File: src/rtl/mc_ctrl_pkg.sv
// Shared types and encodings for the multi-cycle RV32I control FSM.
package mc_ctrl_pkg;

    typedef enum logic [3:0] {
        ST_IDLE, ST_FETCH, ST_DECODE, ST_EXEC, ST_WB, ST_ADDR,
        ST_MEM_RD, ST_MEM_WR, ST_BRANCH, ST_JUMP, ST_TRAP
    } state_e;

    localparam logic [6:0] OPC_OP     = 7'b0110011;
    localparam logic [6:0] OPC_OP_IMM = 7'b0010011;
    localparam logic [6:0] OPC_LUI    = 7'b0110111;
    localparam logic [6:0] OPC_LOAD   = 7'b0000011;
    localparam logic [6:0] OPC_STORE  = 7'b0100011;
    localparam logic [6:0] OPC_BRANCH = 7'b1100011;
    localparam logic [6:0] OPC_JAL    = 7'b1101111;
    localparam logic [6:0] OPC_JALR   = 7'b1100111;

    localparam logic [2:0] F3_BEQ = 3'b000;
    localparam logic [2:0] F3_BNE = 3'b001;
    localparam logic [2:0] F3_BLT = 3'b100;
    localparam logic [2:0] F3_BGE = 3'b101;

    typedef enum logic [2:0] {
        IMM_I = 3'd0, IMM_S = 3'd1, IMM_B = 3'd2, IMM_J = 3'd3, IMM_U = 3'd4
    } imm_type_e;

    typedef enum logic [1:0] {
        ALU_ADD = 2'd0, ALU_SUB = 2'd1, ALU_FUNCT = 2'd2
    } alu_op_e;

    typedef enum logic [1:0] {
        PC_PLUS4 = 2'd0, PC_IMM = 2'd1, PC_ALU = 2'd2
    } pc_src_e;

    typedef enum logic [1:0] {
        WB_ALU = 2'd0, WB_MDR = 2'd1, WB_PC4 = 2'd2, WB_IMM = 2'd3
    } wb_sel_e;

    typedef enum logic [1:0] {
        TRAP_NONE = 2'd0, TRAP_ILLEGAL = 2'd1, TRAP_TIMEOUT = 2'd2, TRAP_BRANCH = 2'd3
    } trap_cause_e;

endpackage

File: src/rtl/mc_wait_timer.sv
// Counts consecutive un-acknowledged memory wait cycles and flags the final allowed one.
module mc_wait_timer #(
    parameter int unsigned MEM_TIMEOUT = 16
) (
    input  logic clk,
    input  logic reset,
    input  logic active,
    input  logic mem_ready,
    output logic timeout_c
);
    localparam int unsigned CW   = (MEM_TIMEOUT > 1) ? $clog2(MEM_TIMEOUT) : 1;
    localparam int unsigned LAST = (MEM_TIMEOUT > 0) ? MEM_TIMEOUT - 1 : 0;

    logic [CW-1:0] count;

    // A completed access or any non-memory state restarts the count.
    always_ff @(posedge clk or posedge reset) begin
        if (reset) begin
            count <= '0;
        end else if (!active || mem_ready) begin
            count <= '0;
        end else begin
            count <= count + CW'(1);
        end
    end

    assign timeout_c = (MEM_TIMEOUT != 0) && active && !mem_ready && (count == CW'(LAST));

endmodule

File: src/rtl/mc_controller.sv
// Multi-cycle control FSM: sequences fetch/decode/execute/memory/writeback, counts retires, traps.
module mc_controller
    import mc_ctrl_pkg::*;
#(
    parameter int unsigned MEM_TIMEOUT = 16
) (
    input  logic        clk,
    input  logic        reset,
    input  logic [31:0] inst_code,
    input  logic        mem_ready,
    input  logic        zero,
    input  logic        lt,
    output logic        mem_req,
    output logic        mem_we,
    output logic        mem_addr_sel,
    output logic        ir_we,
    output logic        mdr_we,
    output logic        pc_we,
    output logic        reg_we,
    output logic [1:0]  pc_src,
    output logic [1:0]  wb_sel,
    output logic        alu_src_b,
    output logic [1:0]  alu_op,
    output logic [2:0]  imm_type,
    output logic        retire,
    output logic [31:0] instret,
    output logic        halt,
    output logic [1:0]  trap_cause
);
    state_e      state_q, state_n;
    trap_cause_e cause_q, cause_n;
    logic [6:0]  opcode;
    logic [2:0]  funct3;
    logic        taken;
    logic        wait_st;
    logic        timeout_c;
    logic        unused_inst;

    assign opcode      = inst_code[6:0];
    assign funct3      = inst_code[14:12];
    assign unused_inst = ^{inst_code[31:15], inst_code[11:7]};
    assign wait_st     = state_q inside {ST_FETCH, ST_MEM_RD, ST_MEM_WR};
    assign trap_cause  = cause_q;

    mc_wait_timer #(.MEM_TIMEOUT(MEM_TIMEOUT)) u_wait_timer (
        .clk       (clk),
        .reset     (reset),
        .active    (wait_st),
        .mem_ready (mem_ready),
        .timeout_c (timeout_c)
    );

    always_ff @(posedge clk or posedge reset) begin
        if (reset) begin
            state_q <= ST_IDLE;
            cause_q <= TRAP_NONE;
            instret <= '0;
        end else begin
            state_q <= state_n;
            cause_q <= cause_n;
            if (retire) instret <= instret + 32'd1;
        end
    end

    always_comb begin
        state_n      = state_q;
        cause_n      = cause_q;
        mem_req      = 1'b0;
        mem_we       = 1'b0;
        mem_addr_sel = 1'b0;
        ir_we        = 1'b0;
        mdr_we       = 1'b0;
        pc_we        = 1'b0;
        reg_we       = 1'b0;
        pc_src       = PC_PLUS4;
        wb_sel       = WB_ALU;
        alu_src_b    = 1'b0;
        alu_op       = ALU_ADD;
        imm_type     = IMM_I;
        retire       = 1'b0;
        halt         = 1'b0;
        taken        = ((funct3 == F3_BEQ) &&  zero) || ((funct3 == F3_BNE) && !zero) ||
                       ((funct3 == F3_BLT) &&  lt)   || ((funct3 == F3_BGE) && !lt);

        case (state_q)
            ST_IDLE: state_n = ST_FETCH;
            ST_FETCH: begin
                mem_req = 1'b1;
                if (mem_ready) begin
                    ir_we   = 1'b1;
                    state_n = ST_DECODE;
                end else if (timeout_c) begin
                    state_n = ST_TRAP;
                    cause_n = TRAP_TIMEOUT;
                end
            end
            ST_DECODE: begin
                case (opcode)
                    OPC_OP, OPC_OP_IMM:   state_n = ST_EXEC;
                    OPC_LUI:              state_n = ST_WB;
                    OPC_LOAD, OPC_STORE:  state_n = ST_ADDR;
                    OPC_BRANCH:           state_n = ST_BRANCH;
                    OPC_JAL, OPC_JALR:    state_n = ST_JUMP;
                    default: begin
                        state_n = ST_TRAP;
                        cause_n = TRAP_ILLEGAL;
                    end
                endcase
            end
            ST_EXEC: begin
                alu_op    = ALU_FUNCT;
                alu_src_b = (opcode == OPC_OP_IMM);
                state_n   = ST_WB;
            end
            ST_WB: begin
                reg_we  = 1'b1;
                pc_we   = 1'b1;
                retire  = 1'b1;
                state_n = ST_FETCH;
                if (opcode == OPC_LOAD) begin
                    wb_sel = WB_MDR;
                end else if (opcode == OPC_LUI) begin
                    wb_sel   = WB_IMM;
                    imm_type = IMM_U;
                end
            end
            ST_ADDR: begin
                alu_src_b = 1'b1;
                imm_type  = (opcode == OPC_STORE) ? IMM_S : IMM_I;
                state_n   = (opcode == OPC_STORE) ? ST_MEM_WR : ST_MEM_RD;
            end
            ST_MEM_RD, ST_MEM_WR: begin
                // Address ALU controls stay up for the whole access.
                mem_req      = 1'b1;
                mem_addr_sel = 1'b1;
                mem_we       = (state_q == ST_MEM_WR);
                alu_src_b    = 1'b1;
                imm_type     = (state_q == ST_MEM_WR) ? IMM_S : IMM_I;
                if (mem_ready) begin
                    if (state_q == ST_MEM_RD) begin
                        mdr_we  = 1'b1;
                        state_n = ST_WB;
                    end else begin
                        pc_we   = 1'b1;
                        retire  = 1'b1;
                        state_n = ST_FETCH;
                    end
                end else if (timeout_c) begin
                    state_n = ST_TRAP;
                    cause_n = TRAP_TIMEOUT;
                end
            end
            ST_BRANCH: begin
                alu_op   = ALU_SUB;
                imm_type = IMM_B;
                if (funct3 inside {F3_BEQ, F3_BNE, F3_BLT, F3_BGE}) begin
                    pc_we   = 1'b1;
                    retire  = 1'b1;
                    pc_src  = taken ? PC_IMM : PC_PLUS4;
                    state_n = ST_FETCH;
                end else begin
                    state_n = ST_TRAP;
                    cause_n = TRAP_BRANCH;
                end
            end
            ST_JUMP: begin
                reg_we  = 1'b1;
                wb_sel  = WB_PC4;
                pc_we   = 1'b1;
                retire  = 1'b1;
                state_n = ST_FETCH;
                if (opcode == OPC_JAL) begin
                    pc_src   = PC_IMM;
                    imm_type = IMM_J;
                end else begin
                    pc_src    = PC_ALU;
                    alu_src_b = 1'b1;
                end
            end
            ST_TRAP: halt = 1'b1;
            default: state_n = ST_IDLE;
        endcase
    end

endmodule

File: config.mk
export PLATFORM = sky130hd
export DESIGN_NAME = mc_controller
export DESIGN_NICKNAME = d
export VERILOG_FILES = /design/src/rtl/mc_ctrl_pkg.sv /design/src/rtl/mc_wait_timer.sv /design/src/rtl/mc_controller.sv
export SDC_FILE = /design/constraint.sdc
export NUM_CORES = 1
export LEC_CHECK = 0
export ABC_AREA = 1
export BUFFER_PORTS_ARGS = -buffer_cell sky130_fd_sc_hd__buf_2
export CAP_MARGIN = 5
export CORE_ASPECT_RATIO = 0.5
export CORE_UTILIZATION = 50
export CTS_CLUSTER_DIAMETER = 40
export CTS_CLUSTER_SIZE = 14
export DETAILED_ROUTE_END_ITERATION = 10
export PLACE_DENSITY_LB_ADDON = 0.25
export REMOVE_ABC_BUFFERS = 1
export SLEW_MARGIN = 20
export SYNTH_ARGS = -nofsm -noshare
export SYNTH_HDL_FRONTEND = slang
export SYNTH_SLANG_ARGS = --single-unit
File: constraint.sdc
create_clock -name clk -period 2.05 [get_ports clk]
set_clock_uncertainty 0.1 [all_clocks]
set_input_delay 0.41 -clock clk [delete_from_list [all_inputs] [get_ports clk]]
set_output_delay 0.41 -clock clk [all_outputs]
set_load 0.05 [all_outputs]
# Yosys cells after proc, flatten, opt, wreduce, memory -nomap -nowiden
# Index checks and enable logic that the tools add are counted.
[classes]
addsub = 2
eq_ne = 26
mux = 44
reduce_logical = 29
[ops]
columns = ["operator", "n"]
rows = [
  ["adder 32 x 1 -> 32 bit, second input constant", 1],
  ["case mux 4 bit (8 select lines)", 1],
  ["== test 7 x 6 -> 1 bit, second input constant", 3],
  ["== test 7 bit, second input constant", 3],
  ["2-to-1 mux 4 bit", 5],
  ["case mux 4 bit (5 select lines)", 1],
  ["2-to-1 mux 1 bit", 19],
  ["== test 4 x 3 -> 1 bit, second input constant", 4],
  ["== test 4 bit, second input constant", 4],
  ["2-to-1 mux 2 bit", 8],
  ["case mux 3 bit (5 select lines)", 1],
  ["case mux 2 bit (2 select lines)", 3],
  ["OR reduction 2 bit", 5],
  ["2-to-1 mux 3 bit", 3],
  ["OR reduction 3 bit", 3],
  ["== test 4 x 2 -> 1 bit, second input constant", 2],
  ["OR reduction 8 bit", 1],
  ["== test 7 x 2 -> 1 bit, second input constant", 1],
  ["== test 7 x 5 -> 1 bit, second input constant", 1],
  ["== test 3 bit, second input constant", 2],
  ["logical AND 1 bit", 6],
  ["inequality test 2 bit, second input constant", 3],
  ["case mux 1 bit (3 select lines)", 2],
  ["case mux 2 bit (3 select lines)", 1],
  ["other kinds (11)", 18],
]
[word_totals]
register_bits = 42
in_bits = 37
output_inout_bits = 53
elab_cells = 105

# Depth between registers and ports, before layout
[depth]
ltp_word = 8
ltp_mapped = 11
depth_no_buf = 11

# By module
# A second synthesis with hierarchy kept.
[hier_totals]
cells_unflattened = 478
area_unflattened_um2 = 3071.7
[by_module_without_submodules]
columns = ["module", "instances", "cells_each", "area_each_um2", "seq_area_each_um2"]
rows = [
  ["mc_controller", 1, 455, 2881.5, 950.9],
  ["mc_wait_timer", 1, 23, 190.2, 100.1],
]

# Worst setup path before layout
# OpenSTA, ideal clock, no wires.
[synth_path]
kind = "register -> output"
startpoint = "register state_q[2]"
endpoint = "output port pc_src[0]"
arrival_time_ps = 2350
required_time_ps = 1540
slack_ps = -810
stages_incl_launch_ff = 6
path_buffers = 0
path_cell_list = "dfrtp_1 -> inv_2 -> nand2_1 -> nor2_2 -> nand2_2 -> o21ai_0"
[synth_via]
elab_chain_cells = 2
word_cells_on_any_way = 3
cone_classes = "2 x eq/ne; 1 x mux"
[synth_lines]
columns = ["item", "line_no", "text"]
rows = [
  ["start, declared", "mc_controller.sv:30", "state_e state_q, state_n;"],
  ["start signal, assigned", "mc_controller.sv:59", "state_q <= state_n;"],
  ["== test 4 bit", "mc_controller.sv:85", "case (state_q)"],
  ["case mux 2 bit (2 select lines) *", "mc_controller.sv:85", ""],
  ["end, declared", "mc_controller.sv:20", "output logic [1:0] pc_src,"],
]
# Every way passes the cells marked *; elsewhere a longest branch is shown, timed or not.

# Worst setup path after layout
[layout_path]
startpoint = "register state_q[0]"
endpoint = "output port retire"
[layout_via]
elab_chain_cells = 4
word_cells_on_any_way = 10
cone_classes = "5 x eq/ne; 3 x mux; 2 x reduce/logical"
[layout_lines]
columns = ["item", "line_no", "text"]
rows = [
  ["== test 4 x 3 -> 1 bit", "mc_controller.sv:85, mc_controller.sv:140", ""],
  ["2-to-1 mux 1 bit", "mc_controller.sv:140", "if (state_q == ST_MEM_RD) begin"],
  ["2-to-1 mux 1 bit", "mc_controller.sv:139", "if (mem_ready) begin"],
  ["case mux 1 bit (3 select lines) *", "mc_controller.sv:85", ""],
  ["end, declared", "mc_controller.sv:25", "output logic retire,"],
]
# Marks and branches as above.

==> impl_results.md <==
- Post-CTS clock slew at the launch and capture registers of the worst setup and hold paths: around 0.060 ns
- Antenna-violating nets left: 0
- Commonest cells after routing, fill and taps aside: 192 x nand2_1, 61 x nor2_1, 55 x inv_1, 55 x buf_2, 41 x dfrtp_1
- Startpoint type of the worst setup path: flop
- Routed len/inst: roughly 12 um
- Clock tree from TritonCTS: done
- Required time at the endpoint of the critical path: approximately 1.5 ns
- HP Class: in -> async
- Summed negative setup slack over all endpoints: 0 ns
- Detail Placement HPWL: between 5 and 6 mm
- Endpoint kind of the worst setup timing path: primary output
- Part of the Yosys area used for sequential elements: a little over a third
- Worst-case setup margin in the final layout: 0.0290 ns
- Leak Pwr: about 0.0021 uW
- Result of the run: finished, violations left
- Quantity of I/O buffers inserted on ports: 67
- Diodes inserted: 0
- Final Net Count: 608
- Total routing usage reported by global routing: between 20% and 30%
- First-pass GRT wire length: approximately 13 mm
- Die Ht: 56.8 um
- Horizontal die dimension: 112 um
- Worst slack at placement: about 0.018 ns
- Number of levels in the clock H-tree: 2
- EDFF count, synth: 0
- Pin count of the biggest net entering global routing: 43
- Count of max-cap constraint violations: 0
- Post-synthesis to final-layout area growth: 27.5%
- Row Count: 19
- Area enclosed by the die boundary: between 0.006 and 0.007 sq mm
- RSZ-0062 raised after global routing: true
- Peak clock frequency supported by timing: 495 MHz
- Area of the core region: approximately 0.0056 sq mm
- Starting Density: roughly 53%
- Non-filler instance count after layout: ~640
- Global placement routability congestion: roughly 0.93
- Flop and latch count out of synthesis: 42
- Crit Path Category: reg -> out
- Count of cell types in the netlist: 29
- Detailed-route DRC error count: 7
- Via count normalized by instance count: 5.05
- Max-slew headroom: between 60% and 70%
- Syn Inst Count: approximately 480
- Critical path peak fanout: 4
- Arrival time at the worst endpoint: ~1.5 ns
- Via count of the first global-routing pass: about 2,900
- Final period utilization: a little over nine tenths
- Share of post-route cells with drive strength above 1: ~22%
- Worst Hold Slack: roughly 0.15 ns
- Final setup viols: 0
- Initial antenna violation count: 0
- Worst-case clock buffer depth: 2
- Max VDD drop: between 500 and 600 uV
- Most frequently used flop master after synthesis: dfrtp_1
- Violated checks: DRC
- Number of pins with negative max-slew slack in the final report: 0
- Wirelength, routed: between 7 and 8 mm
- Measured slew at the worst slew-check pin: between 0.5 and 0.6 ns
- Io pins: 90
- Critical path's largest stage delay: 0.40 ns
- Count of routing violations after the opening detailed-route iteration: between 300 and 400
- Warning count from the yosys run: 0
- Instance count after placement with tap cells included: about 620
- Share of flip-flops with an asynchronous set or reset after synthesis: between 90% and 100%
- Clock sinks: 42
- Mean Syn Cell Area: 6.24 sq um
- Drt first pass iters: 8
- Cell area after layout: 0.00383 sq mm
- Total power divided by cell area: about 1100 mW/mm^2
- Clock buffers created by TritonCTS: 5
- Leading cell type in the layout, fill and taps excluded: nand2_1
- Hold buffers post-CTS: 0
- Fin. Hold Viols: 0
- Slowest CP cell: dfrtp_1
- Cell Area, Synth: 0.00301 sq mm
- Placed Area: about 0.0035 sq mm
- Critical path, cell by cell: inv_2 > nand2_2 > nor2_4 > nand2_4 > inv_2 > nor2_4 > o21ai_4 > buf_6
- Min Clock Period, post-route: 2.02 ns
- Clock insertion delay at the later pin of the skew report: 0.28 ns
- GRT overflow: 0
- Master cell of the clock root buffer: clkbuf_16
- Number of vias after detailed routing: ~3,200
==> flip-flops by register name, indices dropped and copies added, names as in the netlist <==
register            cells
instret                32
state_q                 4
trap_cause              2
u_wait_timer.count      4
==> synthesized netlist by cell type (3+ instances only) <==
| master | number | area share (%) |
|---|---|---|
| a21oi_1 | 6 | 1.0 |
| buf_4 | 4 | 1.0 |
| dfrtp_1 | 42 | 35 |
| inv_1 | 61 | 7.6 |
| nand2_1 | 194 | 24 |
| nand2_2 | 5 | 1.0 |
| nand3_1 | 32 | 5.3 |
| nand3b_1 | 4 | 1.0 |
| nand4_1 | 4 | 0.83 |
| nor2_1 | 63 | 7.9 |
| nor2_4 | 3 | 1.1 |
| nor3_1 | 18 | 3.0 |
| o21ai_0 | 9 | 1.5 |
| o21ai_1 | 8 | 1.3 |
| xor2_1 | 9 | 2.6 |
==> critical path: cells and delay by family (launching register included) <==
family / cells / cell delay [ns]
simple gates: 4 / 0.36
flops: 1 / 0.40
compound gates: 1 / 0.07
buf+inv: 3 / 0.39
==> power breakdown <==
group          leakage, uW  switching [uW]  internal, uW
clock            0.0000836             321           570
combinational      0.00144            1540           665
sequential        0.000570             120           951
==> per-layer routing <==
layer | track usage (%) | vias to the layer above | wire length [um] | share of wire (%)
met5 | 0 | - | 0 | 0
met4 | 10.6 | 0 | 146 | 1.9
met3 | 4.10 | 15 | 448 | 5.7
met2 | 42.6 | 112 | 3520 | 45
met1 | 34.5 | 1447 | 3680 | 47
li1 | - | 1673 | - | -
==> logic make-up (layout without fill, tap and decap cells) <==
| logic type | Yosys count | in the layout | share of synthesized area (%) |
|---|---|---|---|
| flip-flops | 42 | 42 | 34.9 |
| adder cells (fa/ha/maj) | 2 | 2 | 0.832 |
| AO/OA/AOI/OAI | 26 | 26 | 4.66 |
| AND/OR/NAND/NOR | 331 | 331 | 46.5 |
| multiplexers | 1 | 1 | 0.333 |
| XOR/XNOR | 10 | 10 | 2.91 |
| buffers and inverters | 70 | 158 | 9.78 |
==> what timing repair did <==
action                                 4_1_cts  5_1_grt
setup buffers                                6        5
resized for setup                           21       24
endpoints found under the hold margin        0        0
pin swaps                                    2        6
setup endpoints to repair                   11       12
==> worst paths after layout <==
| path | from | to | slack [ns] | depth (start not counted) |
|---|---|---|---|---|
| setup / recovery | state_q[0]$_DFFE_PP0N_ | retire | 0.03 | 8 |
| hold / removal | reset | u_wait_timer.count[2]$_DFF_PP0_ | 0.15 | 3 |
| setup reg to reg | state_q[0]$_DFFE_PP0N_ | instret[18]$_DFFE_PP0P_ | 0.11 | 12 |
| hold reg to reg | trap_cause[1]$_DFFE_PP0P_ | trap_cause[1]$_DFFE_PP0P_ | 0.37 | 2 |
| max in group asynchronous | reset | state_q[3]$_DFFE_PP0N_ | 1.32 | 3 |
| min in group clk | trap_cause[1]$_DFFE_PP0P_ | trap_cause[1]$_DFFE_PP0P_ | 0.37 | 2 |
==> per-stage QoR <==
step	utilization, %	power, uW
after floorplan	-	2430
after global placement	61.4	2900
after detailed placement	61.4	2930
after CTS	65.9	3990
after global routing	68.0	4390
final	68.0	4160
==> final cells by class <==
type / instances / area [sq um]
fillers: 516 / 1800
multi-input cells: 370 / 1740
flip-flops and latches: 42 / 1050
repair buffers: 87 / 551
inverters: 63 / 239
clock buffers: 5 / 125
well taps: 73 / 91.3
clock inverters: 3 / 40.0
Note: power is estimated with default switching activity, not from simulation.
